[src/rtl/found_result_collector_if.sv]
// Bundle between the search-module array, the collector and the UART byte stream.
// Byte stream: a byte moves on a rising edge with tx_valid=1 and tx_ready=1; while
// tx_valid=1 and tx_ready=0 the source holds tx_data/tx_valid; tx_valid only falls after a transfer.
interface found_result_collector_if #(
  parameter int NUM_OF_TAPS    = 8,
  parameter int NUM_OF_MODULES = 30
);
  logic [NUM_OF_MODULES-1:0]               found;
  logic [NUM_OF_MODULES*NUM_OF_TAPS*8-1:0] co_buf;
  logic [NUM_OF_MODULES-1:0]               res;
  logic [7:0]                              tx_data;
  logic                                    tx_valid;
  logic                                    tx_ready;
  logic                                    busy;
  logic [2:0]                              state_dbg;

  modport master (
    input  found, co_buf, tx_ready,
    output res, tx_data, tx_valid, busy, state_dbg
  );

  modport slave (
    output found, co_buf, tx_ready,
    input  res, tx_data, tx_valid, busy, state_dbg
  );
endinterface

[src/rtl/found_result_collector.sv]
// Round-robin collector: frames each search hit as SYNC, idx, taps (MSB first) and acks it via res.
// Optional trailing XOR checksum byte when FOUND_COLLECTOR_CHECKSUM_EN is defined.
module found_result_collector #(
  parameter int         NUM_OF_TAPS    = 8,
  parameter int         NUM_OF_MODULES = 30,
  parameter logic [7:0] SYNC_BYTE      = 8'hA5
) (
  input logic                      clk,
  input logic                      rst,
  found_result_collector_if.master bus
);
  localparam int TAP_W = NUM_OF_TAPS * 8;
  localparam int IDX_W = (NUM_OF_MODULES > 1) ? $clog2(NUM_OF_MODULES) : 1;
  localparam int N_W   = (NUM_OF_TAPS > 1) ? $clog2(NUM_OF_TAPS) : 1;
  localparam logic [IDX_W-1:0] LAST_IDX = IDX_W'(NUM_OF_MODULES - 1);
  localparam logic [N_W-1:0]   LAST_N   = N_W'(NUM_OF_TAPS - 1);

  localparam logic [2:0] ST_SCAN = 3'd0;
  localparam logic [2:0] ST_HDR  = 3'd1;
  localparam logic [2:0] ST_IDX  = 3'd2;
  localparam logic [2:0] ST_TAP  = 3'd3;
`ifdef FOUND_COLLECTOR_CHECKSUM_EN
  localparam logic [2:0] ST_CHK  = 3'd4;
`endif
  localparam logic [2:0] ST_ACK  = 3'd5;
  localparam logic [2:0] ST_WCLR = 3'd6;

  logic [2:0]       state_q, state_d;
  logic [IDX_W-1:0] ptr_q, ptr_d;
  logic [IDX_W-1:0] idx_q, idx_d;
  logic [N_W-1:0]   n_q, n_d;
  logic [TAP_W-1:0] cap_q, cap_d;
`ifdef FOUND_COLLECTOR_CHECKSUM_EN
  logic [7:0]       chk_q, chk_d;
`endif

  logic                      xfer;
  logic [7:0]                tx_data_c;
  logic                      tx_valid_c;
  logic [NUM_OF_MODULES-1:0] res_c;

  function automatic logic [IDX_W-1:0] wrap_inc(input logic [IDX_W-1:0] p);
    return (p == LAST_IDX) ? '0 : p + 1'b1;
  endfunction

  assign xfer = tx_valid_c & bus.tx_ready;

  always_comb begin
    state_d = state_q;
    ptr_d   = ptr_q;
    idx_d   = idx_q;
    n_d     = n_q;
    cap_d   = cap_q;
`ifdef FOUND_COLLECTOR_CHECKSUM_EN
    chk_d   = chk_q;
`endif
    case (state_q)
      ST_SCAN: begin
        if (bus.found[ptr_q]) begin
          cap_d   = bus.co_buf[ptr_q*TAP_W +: TAP_W];
          idx_d   = ptr_q;
`ifdef FOUND_COLLECTOR_CHECKSUM_EN
          chk_d   = 8'(ptr_q);
`endif
          state_d = ST_HDR;
        end else begin
          ptr_d = wrap_inc(ptr_q);
        end
      end
      ST_HDR: if (xfer) state_d = ST_IDX;
      ST_IDX: begin
        if (xfer) begin
          state_d = ST_TAP;
          n_d     = '0;
        end
      end
      ST_TAP: begin
        // The capture register shifts left so the outgoing byte is always its top byte.
        if (xfer) begin
          cap_d = cap_q << 8;
`ifdef FOUND_COLLECTOR_CHECKSUM_EN
          chk_d = chk_q ^ cap_q[TAP_W-1 -: 8];
`endif
          if (n_q == LAST_N) begin
`ifdef FOUND_COLLECTOR_CHECKSUM_EN
            state_d = ST_CHK;
`else
            state_d = ST_ACK;
`endif
          end else begin
            n_d = n_q + 1'b1;
          end
        end
      end
`ifdef FOUND_COLLECTOR_CHECKSUM_EN
      ST_CHK: if (xfer) state_d = ST_ACK;
`endif
      ST_ACK: state_d = ST_WCLR;
      ST_WCLR: begin
        // Resume scanning after the reported module so pending neighbours get served first.
        if (!bus.found[idx_q]) begin
          ptr_d   = wrap_inc(idx_q);
          state_d = ST_SCAN;
        end
      end
      default: state_d = ST_SCAN;
    endcase
  end

  always_comb begin
    tx_valid_c = 1'b0;
    tx_data_c  = 8'h00;
    res_c      = '0;
    case (state_q)
      ST_HDR: begin
        tx_valid_c = 1'b1;
        tx_data_c  = SYNC_BYTE;
      end
      ST_IDX: begin
        tx_valid_c = 1'b1;
        tx_data_c  = 8'(idx_q);
      end
      ST_TAP: begin
        tx_valid_c = 1'b1;
        tx_data_c  = cap_q[TAP_W-1 -: 8];
      end
`ifdef FOUND_COLLECTOR_CHECKSUM_EN
      ST_CHK: begin
        tx_valid_c = 1'b1;
        tx_data_c  = chk_q;
      end
`endif
      ST_ACK: res_c[idx_q] = 1'b1;
      default: ;
    endcase
  end

  always_ff @(posedge clk or posedge rst) begin
    if (rst) begin
      state_q <= ST_SCAN;
      ptr_q   <= '0;
      idx_q   <= '0;
      n_q     <= '0;
      cap_q   <= '0;
`ifdef FOUND_COLLECTOR_CHECKSUM_EN
      chk_q   <= '0;
`endif
    end else begin
      state_q <= state_d;
      ptr_q   <= ptr_d;
      idx_q   <= idx_d;
      n_q     <= n_d;
      cap_q   <= cap_d;
`ifdef FOUND_COLLECTOR_CHECKSUM_EN
      chk_q   <= chk_d;
`endif
    end
  end

  assign bus.tx_valid  = tx_valid_c;
  assign bus.tx_data   = tx_data_c;
  assign bus.res       = res_c;
  assign bus.busy      = (state_q != ST_SCAN);
  assign bus.state_dbg = state_q;
endmodule
[src/flat_wrapper.sv]
// flat-port wrapper written by rule: the top's interface ports become plain ports
module found_result_collector_flat 
#(
  parameter int         NUM_OF_TAPS    = 8,
  parameter int         NUM_OF_MODULES = 30,
  parameter logic [7:0] SYNC_BYTE      = 8'hA5
)
  (clk, rst, bus_found, bus_co_buf, bus_tx_ready, bus_res, bus_tx_data, bus_tx_valid, bus_busy, bus_state_dbg);
  found_result_collector_if #(.NUM_OF_TAPS(NUM_OF_TAPS), .NUM_OF_MODULES(NUM_OF_MODULES)) bus_i ();
  input logic clk;
  input logic rst;
  input wire logic [$bits(bus_i.found)-1:0] bus_found;
  input wire logic [$bits(bus_i.co_buf)-1:0] bus_co_buf;
  input wire logic [$bits(bus_i.tx_ready)-1:0] bus_tx_ready;
  output wire logic [$bits(bus_i.res)-1:0] bus_res;
  output wire logic [$bits(bus_i.tx_data)-1:0] bus_tx_data;
  output wire logic [$bits(bus_i.tx_valid)-1:0] bus_tx_valid;
  output wire logic [$bits(bus_i.busy)-1:0] bus_busy;
  output wire logic [$bits(bus_i.state_dbg)-1:0] bus_state_dbg;
  assign bus_i.found = bus_found;
  assign bus_i.co_buf = bus_co_buf;
  assign bus_i.tx_ready = bus_tx_ready;
  assign bus_res = bus_i.res;
  assign bus_tx_data = bus_i.tx_data;
  assign bus_tx_valid = bus_i.tx_valid;
  assign bus_busy = bus_i.busy;
  assign bus_state_dbg = bus_i.state_dbg;
  found_result_collector #(.NUM_OF_TAPS(NUM_OF_TAPS), .NUM_OF_MODULES(NUM_OF_MODULES), .SYNC_BYTE(SYNC_BYTE)) u_core (.clk(clk), .rst(rst), .bus(bus_i));
endmodule
[config.mk]
export PLATFORM = sky130hd
export DESIGN_NAME = found_result_collector_flat
export DESIGN_NICKNAME = d
export VERILOG_FILES = /design/src/rtl/found_result_collector_if.sv /design/src/rtl/found_result_collector.sv /design/src/flat_wrapper.sv
export SDC_FILE = /design/constraint.sdc
export NUM_CORES = 1
export LEC_CHECK = 0
export CAP_MARGIN = 20
export CORE_AREA = 2 2 787 789
export DETAILED_ROUTE_END_ITERATION = 8
export DIE_AREA = 0 0 789 791
export GPL_ROUTABILITY_DRIVEN = 0
export PLACE_DENSITY = 0.3
export SLEW_MARGIN = 30
export SYNTH_ARGS = -nofsm -noshare
export SYNTH_HDL_FRONTEND = slang
export SYNTH_SLANG_ARGS = --single-unit
[constraint.sdc]
create_clock -name clk -period 3.3 [get_ports clk]
set_input_delay 0.66 -clock clk [delete_from_list [all_inputs] [get_ports clk]]
set_output_delay 0.66 -clock clk [all_outputs]
set_load 0.05 [all_outputs]
Word-level counts from Yosys, hierarchy flattened
Index checks and enable logic that the tools add are counted.
- add/subtract/negate cells: 3
- multipliers: 0
- divide/modulo/power cells: 0
- $lt $le $gt $ge: 3
- equality and inequality tests: 16
- shifts and indexed selects: 1
- muxes and demuxes: 28
- bitwise logic cells: 1
- reduce and logical (&&, ||, !) cells: 12
- operator list (operator ; count):
    $shiftx 1920x12->64 ; 1
    $mux 64 ; 2
    $pmux 64 s2 ; 1
    $mux 30 ; 1
    $mux 3 ; 9
    $pmux 8 s3 ; 1
    $mux 5 ; 4
    $pmux 3 s6 ; 1
    $lt 5x6->1 const B ; 2
    $add 5x1->5 const B ; 2
    $bmux 1 s5 ; 2
    $eq 5x5->1 const B ; 2
    $ne 2x1->1 const B ; 5
    $pmux 5 s2 ; 1
    $eq 3x3->1 const B ; 3
    $eq 3x2->1 const B ; 2
    $ne 2x2->1 const B ; 3
    $pmux 3 s2 ; 1
    $reduce_and 3->1 ; 2
    $reduce_and 6->1 ; 1
    $reduce_bool 2->1 ; 3
    $demux 1 s5 ; 1
    $ge 5x1->1 const B ; 1
    $mux 1 ; 4
    other kinds (9) ; 9
- bits in registers: 80
- latch bits: 0
- memory bits (writable): 0
- memory bits (read-only): 0
- input bits: 1953
- word-level logic and storage cells: 69
- memories: 0

Depth between registers and ports, before layout
Gate-level depths: netlist of run 1.
- word-level depth: 6
- depth in mapped cells: 12
- mapped depth without buffers: 7

Worst setup path before layout of run 1
No wires, ideal clock.
- path type: register to output
- start point: reg u_core.state_q[1] (netlist: u_core.bus.state_dbg[1])
- end point: out bus_tx_data[1]
- data arrival time: 2.531 ns
- path slack: 0.109 ns
- cell stages (with the launch flop): 6
- buffers on the path: 1
- cell sequence: dfrtp_1 clkbuf_1 inv_1 nor3_1 inv_1 o21ai_0
- longest elaborated chain between the ends: 2
- ends and longest elaborated chain (element ; RTL line ; text):
    start, declared ; found_result_collector.sv:28 ; logic [2:0] state_q, state_d;
    start signal, assigned ; found_result_collector.sv:149 ; state_q <= state_d;
    $eq 3x2->1 or $eq 3x1->1 (tied branches) ; found_result_collector.sv:114 ; case (state_q)
    $pmux 8 s3 * ; found_result_collector.sv:114 ;
    end, declared ; flat_wrapper.sv:16 ; output wire logic [$bits(bus_i.tx_data)-1:0] bus_tx_data;
Every way passes the cells marked *; elsewhere a longest branch is shown, timed or not.

Final worst setup path of run 1
- start point: reg u_core.ptr_q[0]
- end point: reg u_core.cap_q[39]
- longest elaborated chain between the ends: 4
- ends and longest elaborated chain (element ; RTL line ; text):
    start, declared ; found_result_collector.sv:29 ; logic [IDX_W-1:0] ptr_q, ptr_d;
    start signal, assigned ; found_result_collector.sv:150 ; ptr_q <= ptr_d;
    branches (longest 4 deep; another with $shiftx 1920x12->64) ; n/a ;
    end signal, assigned ; found_result_collector.sv:153 ; cap_q <= cap_d;
    end, declared ; found_result_collector.sv:32 ; logic [TAP_W-1:0] cap_q, cap_d;
Parallel ways; which one is timed is not known. The select of a mux whose other input is x is not followed.
A chain may end at the register's enable or synchronous reset.

==> flow_summary.ini, run 1 <==
[yosys]
synth.top_cells.by_area = mux4_2 (47%), mux2i_1 (13%), dfrtp_1 (10%), nor2_1 (4.6%), o22ai_1 (4.3%)
avgSynthCellArea_um2 = 10.92
ys.flop_type = dfrtp_1
ys_types = 53
synth_compound_area_frac = 0.1582
ys_ff_latch = 80
synthMostInstantiatedCell = mux4_2
syn-num-nets = 3746
synthTopCellsByCount = mux4_2 (404), mux2i_1 (250), nor2_1 (239)
synth_top_area_frac = 0.4669
synth_area_leader_cell = mux4_2
ys_warn_count = 0
syn-cell-area_um2 = 19490
synthXorXnorAreaFrac = 0.001348
yosys.area_share.simple = 0.07261
async_reset_ff_frac = 1.000
synth-edff-count = 0
synthCells = 1785
synth_mux_area_frac = 0.6028
seq_area_frac_synth = 0.1027
synth_fa_ha_area_frac = 0.005136
synth_top_family_by_area = multiplexers

[floorplan]
die_w_um = 789
ioPinCount = 1996
core_um2 = 616500
dieArea_um2 = 624100
rows = 289
die_h_um = 791
initial_core_util = 0.03161

[clock_network]
numCtsBuffers = 9
cts.sinks = 80
root_buffer = clkbuf_16
ctsHoldBuffers = 0
clk_latency_ps = 440
h-tree-depth = 3
cts_buffer_depth = 2
cts_tree = done
path_clk_slew_ps = 80

[power]
combinationalPowerShare = 0.893
power_switching_mw = 19.97
switching_share = 0.5811
peakVddDrop_v = 0.0003650
p_int_mw = 14.39
seqPwrFrac = 0.068
p_leak_nw = 16.91
power.density_nw_per_um2 = 649.6
pwr-share-clk = 0.039

[setup_path]
path_class = reg -> reg
slowest_delay_ps = 540
cp_num_buf_inv = 4
r2r_cells = 10
timing.rr.end = u_core.cap_q[39]$_DFFE_PP0P_
reg2reg_from = u_core.ptr_q[0]$_DFFE_PP0P_
cp_max_fo = 16
path_cells = buf_12 > buf_4 > buf_4 > mux4_2 > nor2_1 > nor2_1 > o22ai_1 > buf_4 > a2111oi_0 > a21o_1
path_common_cell = buf_4
ff2ff_setup_slack_ps = 100
cp.required_ps = 3610
cpMaxStageDelayCell = mux4_2
worst_ep_arrival_time_ps = 3510
cp_top_family = buffers and inverters
start_kind = register
crit_path_end_kind = register

[placement]
dp_hpwl_mm = 382.5
pre_cts_ws_ps = -391.9
postPlaceCellArea_um2 = 51950
port_buffers = 1995

[grt]
grt_pass1_vias = 30450
track_usage = 0.1254
grt_pass1_wl_mm = 476.1
antenna_found_initial = 455
grt-ovfl-total = 0
grt_max_degree = 63

[run_status]
status = finished clean

[routing]
postRouteAntennaNets = 0
drc = 0
drtPass1Iterations = 5
vias_per_cell = 2.464
drtIter0Drc = 2684
routedWlPerCell_um = 33.60
drt-total-wl_mm = 410.5
vias = 30100

[sta]
fin_crit_ps = 3202
slew_headroom = 0.2774
layout_setup_ws_ps = 97.85
tightest_slew_ps = 1084
whs_ps = 486.2
finalCritPeriodShare = 0.9703
rsz0062_at_grt = no
fmax_ghz = 0.3123
clock_skew_ps = 31.31
setup_viol = 0
slew_viol_final = 0
hold_viol = 0

[final_layout]
area_growth_pct = 171.4
design_area_um2 = 52890
multi_input_area_um2 = 16720
final_nets = 5855
num-fill-cells = 71399
regArea_um2 = 2018
utilization = 0.08579
drive_gt1_frac = 0.2193

[hold_path]
holdPathStages = 2
holdCritStartpoint = u_core.cap_q[30]$_DFFE_PP0P_
hold_class = reg -> reg
min_to = u_core.cap_q[30]$_DFFE_PP0P_

[run]
max-cap-violations = 0
-- power by group through the flow --
stage	Combinational, mW	Clock, mW	Sequential (mW)
after floorplan	12.7	0	1.58
after global placement	32.2	0	2.45
after detailed placement	32.1	0	2.44
after CTS	32.4	1.45	2.42
after global routing	32.6	1.45	2.44
final	30.7	1.35	2.33
-- worst max path at each step --
| stage | startpoint | endpoint | slack (ps) | cells past startpoint |
|---|---|---|---|---|
| 2_1_floorplan | u_core.bus.state_dbg[1]$_DFFE_PP0P_ | bus_tx_data[1] | 110 | 5 |
| 3_3_place_gp | bus_found[19] | u_core.cap_q[37]$_DFFE_PP0P_ | -430 | 9 |
| 3_5_place_dp | bus_found[19] | u_core.cap_q[37]$_DFFE_PP0P_ | -390 | 9 |
| 4_1_cts | u_core.ptr_q[0]$_DFFE_PP0P_ | u_core.cap_q[17]$_DFFE_PP0P_ | 20 | 12 |
| 5_1_grt | u_core.ptr_q[1]$_DFFE_PP0P_ | u_core.cap_q[42]$_DFFE_PP0P_ | 3 | 9 |
| 6_report | u_core.ptr_q[0]$_DFFE_PP0P_ | u_core.cap_q[39]$_DFFE_PP0P_ | 100 | 10 |
-- layout by cell type, fill, tap and decap left out, drive strengths merged, types with 3 or more instances in the layout --
cell and n:
a2111oi 57, buf 350, nand2 38, and2 4, dfrtp 80, o22ai 135
diode 171, a32o 7, a21o 43, or3 4, inv 15, nand3 6
a31oi 5, clkdlybuf4s50 1962, nor2b 4, a211oi 29, dlymetal6s2s 10, o21ai 87
ha 8, a21oi 37, a22o 4, nor2 239, o221ai 7, nand3b 5
a211o 14, o41ai 13, mux4 404, a22oi 3, clkbuf 10, nor3 24
mux2 13, or3b 5, mux2i 250
-- worst reg2reg max path, cell delays in order, from the launching register on --
cell and delay, ps:
dfrtp_4 460, buf_12 230, buf_4 470, buf_4 220, mux4_2 540, nor2_1 240, nor2_1 180, o22ai_1 210
buf_4 250, a2111oi_0 90, a21o_1 220
-- area by class of cell --
cell class,count,share of cell area
inverter,14,0.001230
clock buffer,10,0.004329
sequential,80,0.03816
multi-input combinational,1467,0.3160
tap,8148,0.1927
antenna,171,0.008090
clock inverter,6,0.001750
timing repair buffer,2322,0.4377
-- cell families (layout without fill, tap and decap cells) --
| family | count (synthesis) | in the layout |
|---|---|---|
| AND/OR/NAND/NOR | 338 | 338 |
| adder cells (fa/ha/maj) | 8 | 8 |
| buffers and inverters | 238 | 2352 |
| XOR/XNOR | 3 | 3 |
| multiplexers | 667 | 667 |
| AO/OA/AOI/OAI | 451 | 451 |
| other | 0 | 171 |
| flip-flops | 80 | 80 |
-- what timing repair did --
action / in CTS / in global routing
setup buffers: 6 / 0
setup endpoints to repair: 26 / 24
cloned: 0 / 0
pin swaps: 1 / 4
gates resized for setup: 21 / 19
-- registers in the layout, summed over array words and instances, names as in the netlist --
| register | count |
|---|---|
| u_core.cap_q | 64 |
| u_core.idx_q | 5 |
| u_core.ptr_q | 5 |
| u_core.bus.state_dbg | 3 |
| u_core.n_q | 3 |
-- metrics by stage --
stage | total power [mW] | std cells | setup TNS, ps
after floorplan | 14.29 | 1785 | 0
after global placement | 34.60 | 12024 | -16030
after detailed placement | 34.57 | 12025 | -14820
after CTS | 36.26 | 12047 | 0
after global routing | 36.53 | 12065 | 0
final | 34.36 | 12218 | 0
-- metal layers --
metal  track usage  vias up  routed length [um]
li1              -    12005                   -
met1        0.1515    15164              166200
met2        0.2144     2221              196300
met3       0.05245      516               41940
met4       0.01071      194                4850
met5             0        -                1227
Note: power is estimated with default switching activity, not from simulation.
==> inputs of run 2 (changes only) <==
Settings changed: SETUP_SLACK_MARGIN from default to 0.1.
==> run 2 against run 1 <==
Against the previous run:
- design area grew 0.66%
- non-clock buffer count grew 8
- flip-flop and latch count is the same
- core utilization grew 0.057 points
- wire length grew 0.23%
- via count grew 0.17%
- register-to-register slack lost 30 ps
- total power grew 1.6%
- combinational power grew 2%
- largest cell class unchanged
- largest power group unchanged
- highest routed layer unchanged
==> flow_summary.ini, run 2 (synthesis gave the netlist of run 1 again) <==
[run_status]
status = finished clean

[sta]
clock_skew_ps = 29.47
slew_headroom = 0.2776
whs_ps = 487.9
tightest_slew_ps = 1084
fin_crit_ps = 3232
slew_viol_final = 0
finalCritPeriodShare = 0.9795
fin_tns_setup_ps = 0
rsz0062_at_grt = yes
setup_viol = 0
layout_setup_ws_ps = 67.77
fmax_ghz = 0.3094
hold_viol = 0

[placement]
pre_cts_ws_ps = -391.9
postPlaceCellArea_um2 = 51950
port_buffers = 1995
place_inst = 12025
dp_hpwl_mm = 382.5

[grt]
antenna_found_initial = 453
grt_pass1_wl_mm = 476.2
gr-usage-met3 = 0.05283
grt_max_degree = 63
grt_use_met1 = 0.1513
top_usage_layer = met2
grt_pass1_vias = 30465
grt-ovfl-total = 0
track_usage = 0.1254
grt_util_met2 = 0.2143

[power]
power_switching_mw = 20.23
combinationalPowerShare = 0.895
power.density_nw_per_um2 = 655.6
seqPwrFrac = 0.066
p_int_mw = 14.68
switching_share = 0.5795
peakVddDrop_v = 0.0003623
p_leak_nw = 16.99
pwr-share-clk = 0.039
total_power_mw = 34.91

[final_layout]
utilization = 0.08636
drive_gt1_frac = 0.2270
layout_common_cells = clkdlybuf4s50_1 (1956), mux4_2 (404), buf_4 (275), mux2i_1 (237), nor2_1 (230)
reg_top3 = u_core.cap_q: 64 flops, u_core.idx_q: 5 flops, u_core.ptr_q: 5 flops
multi_input_area_um2 = 16940
final_common_cell = clkdlybuf4s50_1
largest_reg_flops = 64
area_growth_pct = 173.2
top_register = u_core.cap_q
regArea_um2 = 2018
instances_no_fill = 12195
final_nets = 5863
design_area_um2 = 53240
num-fill-cells = 71382

[routing]
drt-total-wl_mm = 411.4
drtPass1Iterations = 5
routedWlPerCell_um = 33.74
vias_per_cell = 2.472
vias = 30152
drtIter0Drc = 2732
postRouteAntennaNets = 0
drc = 0

[run]
max-cap-violations = 0

[setup_path]
reg2reg_from = u_core.ptr_q[0]$_DFFE_PP0P_
cpMaxStageDelayCell = dfrtp_4
cp.required_ps = 3660
worst_ep_arrival_time_ps = 3590
slowest_delay_ps = 520
start_kind = register
path_cells = buf_12 > buf_12 > buf_4 > mux4_2 > nor2_1 > nor2_1 > o22ai_1 > buf_4 > a2111oi_0 > a21o_1
cp_max_fo = 16
crit_start = u_core.ptr_q[0]$_DFFE_PP0P_
path_class = reg -> reg
cp_top_family = buffers and inverters
cp_num_buf_inv = 4
crit_path_end_kind = register

[clock_network]
numCtsBuffers = 9
root_buffer = clkbuf_16
ctsHoldBuffers = 0
path_clk_slew_ps = 80
cts_tree = done
cts_buffer_depth = 2
clk_latency_ps = 440
cts.sinks = 80
h-tree-depth = 3

[floorplan]
dieArea_um2 = 624100
die_w_um = 789
core_um2 = 616500
die_h_um = 791
initial_core_util = 0.03161
rows = 289
ioPinCount = 1996

[hold_path]
hold_class = reg -> reg
holdCritStartpoint = u_core.cap_q[30]$_DFFE_PP0P_
[run 2: cell type report]
type	instances	area share
multi-input combinational	1467	0.3181
tap	8148	0.1915
inverter	14	0.001222
sequential	80	0.03790
timing repair buffer	2330	0.4387
clock buffer	10	0.004300
antenna	140	0.006580
clock inverter	6	0.001739
[run 2: worst paths after layout]
path / end / slack, ps / cells after the start
max: u_core.cap_q[41]$_DFFE_PP0P_ / 70 / 10
min: u_core.cap_q[30]$_DFFE_PP0P_ / 490 / 2
max reg2reg: u_core.cap_q[41]$_DFFE_PP0P_ / 70 / 10
min reg2reg: u_core.cap_q[30]$_DFFE_PP0P_ / 490 / 2
max in group asynchronous: u_core.cap_q[12]$_DFFE_PP0P_ / 1930 / 3
min in group asynchronous: u_core.idx_q[0]$_DFFE_PP0P_ / 630 / 2
[run 2: tightest hold or removal path: stages, from the launching register on]
cell     delay (ps)
dfrtp_1         350
nand2_1          50
o41ai_1          50
[run 2: routing by layer]
| metal | wire length (um) | vias up |
|---|---|---|
| met4 | 4863 | 200 |
| met5 | 1273 | - |
| met1 | 168500 | 15271 |
| met2 | 196800 | 2177 |
| li1 | - | 11982 |
| met3 | 40020 | 522 |
[run 2: power groups by stage]
stage / clock (mW) / combinational, mW / sequential (mW)
3_5_place_dp: 0 / 32.1 / 2.44
6_report: 1.35 / 31.3 / 2.31
3_3_place_gp: 0 / 32.2 / 2.45
4_1_cts: 1.45 / 32.5 / 2.43
2_1_floorplan: 0 / 12.7 / 1.58
5_1_grt: 1.45 / 33.2 / 2.44
[run 2: timing repair]
item | in CTS | in global routing
setup endpoints to repair | 71 | 40
cloned | 0 | 4
hold endpoints to repair | 0 | 0
gates resized for setup | 53 | 58
pin swaps | 5 | 5
setup buffers | 5 | 5
==> edit 1, RTL diff (config.mk and constraints of run 2) <==
`NUM_OF_TAPS` is set to 8 in 3 places; all go to 4.
--- a/src/rtl/found_result_collector_if.sv
+++ b/src/rtl/found_result_collector_if.sv
@@ -4,3 +4,3 @@
 interface found_result_collector_if #(
-  parameter int NUM_OF_TAPS    = 8,
+  parameter int NUM_OF_TAPS    = 4,
   parameter int NUM_OF_MODULES = 30
--- a/src/rtl/found_result_collector.sv
+++ b/src/rtl/found_result_collector.sv
@@ -3,3 +3,3 @@
 module found_result_collector #(
-  parameter int         NUM_OF_TAPS    = 8,
+  parameter int         NUM_OF_TAPS    = 4,
   parameter int         NUM_OF_MODULES = 30,
--- a/src/flat_wrapper.sv
+++ b/src/flat_wrapper.sv
@@ -3,3 +3,3 @@
 #(
-  parameter int         NUM_OF_TAPS    = 8,
+  parameter int         NUM_OF_TAPS    = 4,
   parameter int         NUM_OF_MODULES = 30,
Interface: changed (resized bus_co_buf); port bits go from 1996 to 1036. The function was not compared with the original's and may differ.
==> edit 1 against run 2 <==
  * Setup slack improved by 0.021 ns
  * Sequential cell count decreased by 33
  * Hold slack got worse by 0.0096 ns
  * First-iteration DRC count decreased by 61%
  * Cell area decreased by 38%
  * Synthesized area decreased by 45%
  * Routed wire length decreased by 55%
  * Total power decreased by 46%
  * Clock skew decreased by 0.019 ns
  * Largest cell class unchanged
  * Largest power group unchanged
==> edit 1: results <==
export IMPL_hold_depth=1
export IMPL_nFillCells=72500
export IMPL_syn_nets=2012
export IMPL_drt_pass1_iter_count=5
export IMPL_dr_total_vias=15100
export IMPL_crit_fanout=28
export IMPL_drive_above_1_share=0.229
export IMPL_clk_latency_ns=0.31
export IMPL_final_instance_count_excl_fill=10400
export IMPL_first_iter_violations=1077
export IMPL_switching_power_uw=10800
export IMPL_postCtsSetupBuffers=1
export IMPL_status="finished, final reports clean"
export IMPL_antenna_found_initial=134
export IMPL_cts_inserted_buffers=5
export IMPL_max_stage_delay_ns=0.76
export IMPL_ff2ff_path_depth=8
export IMPL_largestRegisters="u_core.cap_q: 32 flops, u_core.idx_q: 5 flops, u_core.ptr_q: 5 flops"
export IMPL_synth_area_leaders="mux4_2 (45%), mux2i_1 (13%), dfrtp_1 (11%)"
export IMPL_clock_skew_ns=0.0103
export IMPL_grt_pass1_wl_um=220000
export IMPL_ir_worst_vdd_v=0.000598
export IMPL_cellLeakagePower_uw=0.00906
export IMPL_grt_max_degree=48
export IMPL_dp_hpwl_um=172000
export IMPL_grt_pass1_vias=16300
export IMPL_nets=3126
export IMPL_dp_slack_ns=-0.208
export IMPL_ys_warn_count=0
export IMPL_register_area_um2=1190
export IMPL_synthTopCellsByCount="mux4_2 (214), mux2i_1 (134), nand2_1 (102)"
export IMPL_syn_inst=1012
export IMPL_totalWireLength_um=185000
export IMPL_cts_max_level=2
export IMPL_tightest_slew_ns=1.04
export IMPL_seq_area_frac_synth=0.110
export IMPL_p_comb_frac=0.904
export IMPL_critPathTopFamily="compound AO/OA/AOI/OAI gates"
export IMPL_crit_slowest_cell="o21ai_0"
export IMPL_port_buffers=1035
export IMPL_grt_use_total=0.0565
export IMPL_cts_resized=1
export IMPL_pg_clk_uw=544
[edit 1: cell types whose count changed after synthesis, sizes merged, moves of 33 or more]
cell	before	now
a21oi	37	80
a2111oi	57	0
o22ai	135	31
clkbuf	120	52
buf	104	70
dfrtp	80	47
nor2	239	50
mux4	404	214
nand2	38	102
mux2i	250	134
a21o	43	0
[edit 1: routing by layer]
layer,global-route usage,vias to the layer above,routed length (µm)
met4,0.0193,22,6410
li1,-,6507,-
met2,0.0941,932,88000
met5,0,-,133
met3,0.0152,160,14300
met1,0.0701,7454,76200
[edit 1: kinds of logic after synthesis]
logic type,Yosys count,share of synthesized area
flops,47,0.110
xor+xnor,2,0.00164
simple gates,199,0.0816
mux,350,0.579
buf+inv,134,0.0604
compound gates,273,0.159
fa+ha+maj,7,0.00820
[edit 1: final cells by class]
class | count | share of cell area
Tap cell | 8148 | 0.308
Inverter | 12 | 0.00151
Timing Repair Buffer | 1229 | 0.376
Clock buffer | 6 | 0.00389
Sequential cell | 47 | 0.0360
Clock inverter | 2 | 0.000377
Multi-Input combinational cell | 831 | 0.269
Antenna cell | 79 | 0.00596
[edit 1: final timing paths]
check,from,endpoint,slack [ns]
worst max-delay path,u_core.ptr_q[0],u_core.cap_q[28],0.09
worst min-delay path,u_core.n_q[0],u_core.n_q[0],0.48
worst max register to register,u_core.ptr_q[0],u_core.cap_q[28],0.09
worst min register to register,u_core.n_q[0],u_core.n_q[0],0.48
max in group asynchronous,rst,u_core.cap_q[9],1.97
min in group asynchronous,rst,u_core.cap_q[30],0.75
[edit 1: metrics by stage]
stage | power [µW] | cell area, µm²
global route | 20200 | 33100
detailed placement | 19300 | 32800
finish | 18700 | 33100
CTS | 19900 | 32900
floorplan | 8100 | 10700
global placement | 19300 | 32800
==> edit 2, RTL diff (config.mk and constraints of run 2) <==
Made on the original files. Make the reset (`rst`) synchronous in one clocked block.
--- a/src/rtl/found_result_collector.sv
+++ b/src/rtl/found_result_collector.sv
@@ -137,3 +137,3 @@
 
-  always_ff @(posedge clk or posedge rst) begin
+  always_ff @(posedge clk) begin
     if (rst) begin
Check against the original RTL: not settled (the Yosys comparison gave no result); the edit may change what the design does.
==> edit 2 against run 2 <==
  * Largest cell class unchanged
  * Synthesized area is 0.51% lower
  * Total power shrank 34%
  * Sequential cell count unchanged
  * Synthesized cell count down 0.50%
  * Routed wire length shrank 2.8%
  * Critical path type unchanged
  * Global-route usage fell by 0.32 points
  * Clock power is 4% lower
  * Setup slack gained 0.093 ns
  * Cell area is 1.7% lower
==> edit 2: results <==
export IMPL_dp_hpwl_um=372000
export IMPL_buffer_area_frac=0.434
export IMPL_post_place_cells=12000
export IMPL_register_area_um2=1620
export IMPL_crit_fanout=21
export IMPL_powerDensity_nw_per_um2=437
export IMPL_status="finished, final reports clean"
export IMPL_reg2reg_slack_ns=0.16
export IMPL_ir_worst_vdd_v=0.000336
export IMPL_grt_met3_usage=0.0433
export IMPL_clock_skew_ns=0.0358
export IMPL_placed_area_um2=51300
export IMPL_cellLeakagePower_uw=0.0155
export IMPL_grt_use_total=0.122
export IMPL_wl_met1_um=155000
export IMPL_seq_area_frac_synth=0.0826
export IMPL_postCtsSetupBuffers=0
export IMPL_synth_area_leaders="mux4_2 (49%), mux2i_1 (16%), dfxtp_1 (8.3%)"
export IMPL_r2r_start="u_core.ptr_q[0]"
export IMPL_drive_above_1_share=0.206
export IMPL_multi_input_cells=1465
export IMPL_grt_max_degree=57
export IMPL_grt_pass1_wl_um=466000
export IMPL_met1_usage=0.143
export IMPL_hold_end="u_core.cap_q[41]"
export IMPL_synth_distinct_cells=57
export IMPL_synth_ff_type="dfxtp_1"
export IMPL_crit_end="u_core.cap_q[27]"
export IMPL_p_int_uw=10800
export IMPL_crit_slowest_cell="mux4_2"
export IMPL_dp_slack_ns=-0.154
export IMPL_maxSlewHeadroom=0.358
export IMPL_critPathTopFamily="multiplexers"
export IMPL_synth_top_area_share=0.486
export IMPL_dr_total_vias=29600
export IMPL_timing_critical_path_from="u_core.ptr_q[0]"
export IMPL_synthTopCellsByCount="mux4_2 (418), mux2i_1 (312), nor2_1 (133)"
export IMPL_r2r_end="u_core.cap_q[27]"
export IMPL_totalWireLength_um=400000
export IMPL_hold_path_startpoint="u_core.cap_q[41]"
export IMPL_multi_input_area_share=0.322
export IMPL_synthArstFlopShare=0
export IMPL_num_antenna_cells=214
export IMPL_met2_length_um=189000
export IMPL_inverters=13
export IMPL_fmax_mhz=319
export IMPL_p_clk_frac=0.057
export IMPL_antenna_found_initial=441
export IMPL_max_stage_delay_ns=0.66
export IMPL_syn_to_final_growth_pct=170
export IMPL_final_instance_count_excl_fill=12200
[edit 2: cell types whose count changed in the layout (fill, tap and decap cells not counted), sizes merged, moves of 31 or more]
cell            run 2  this run
nand2              38        91
nor3               24        63
dfrtp              80         0
o221ai              7        38
dfxtp               0        80
diode             140       214
a2111oi            57         1
mux2i             250       312
a21o               43         1
buf               354       305
nor2              239       133
[edit 2: cell families (layout without fill, tap and decap cells)]
| group | after synthesis | count (layout) | synth area share |
|---|---|---|---|
| buffers and inverters | 231 | 2289 | 0.0541 |
| DFF | 80 | 80 | 0.0826 |
| xor gates and xnor gates | 3 | 3 | 0.00136 |
| adders and majority gates | 8 | 8 | 0.00516 |
| other | 0 | 214 | 0 |
| AOI/OAI and AO/OA | 357 | 357 | 0.121 |
| muxes | 740 | 740 | 0.653 |
| and+or+nand+nor | 357 | 357 | 0.0828 |
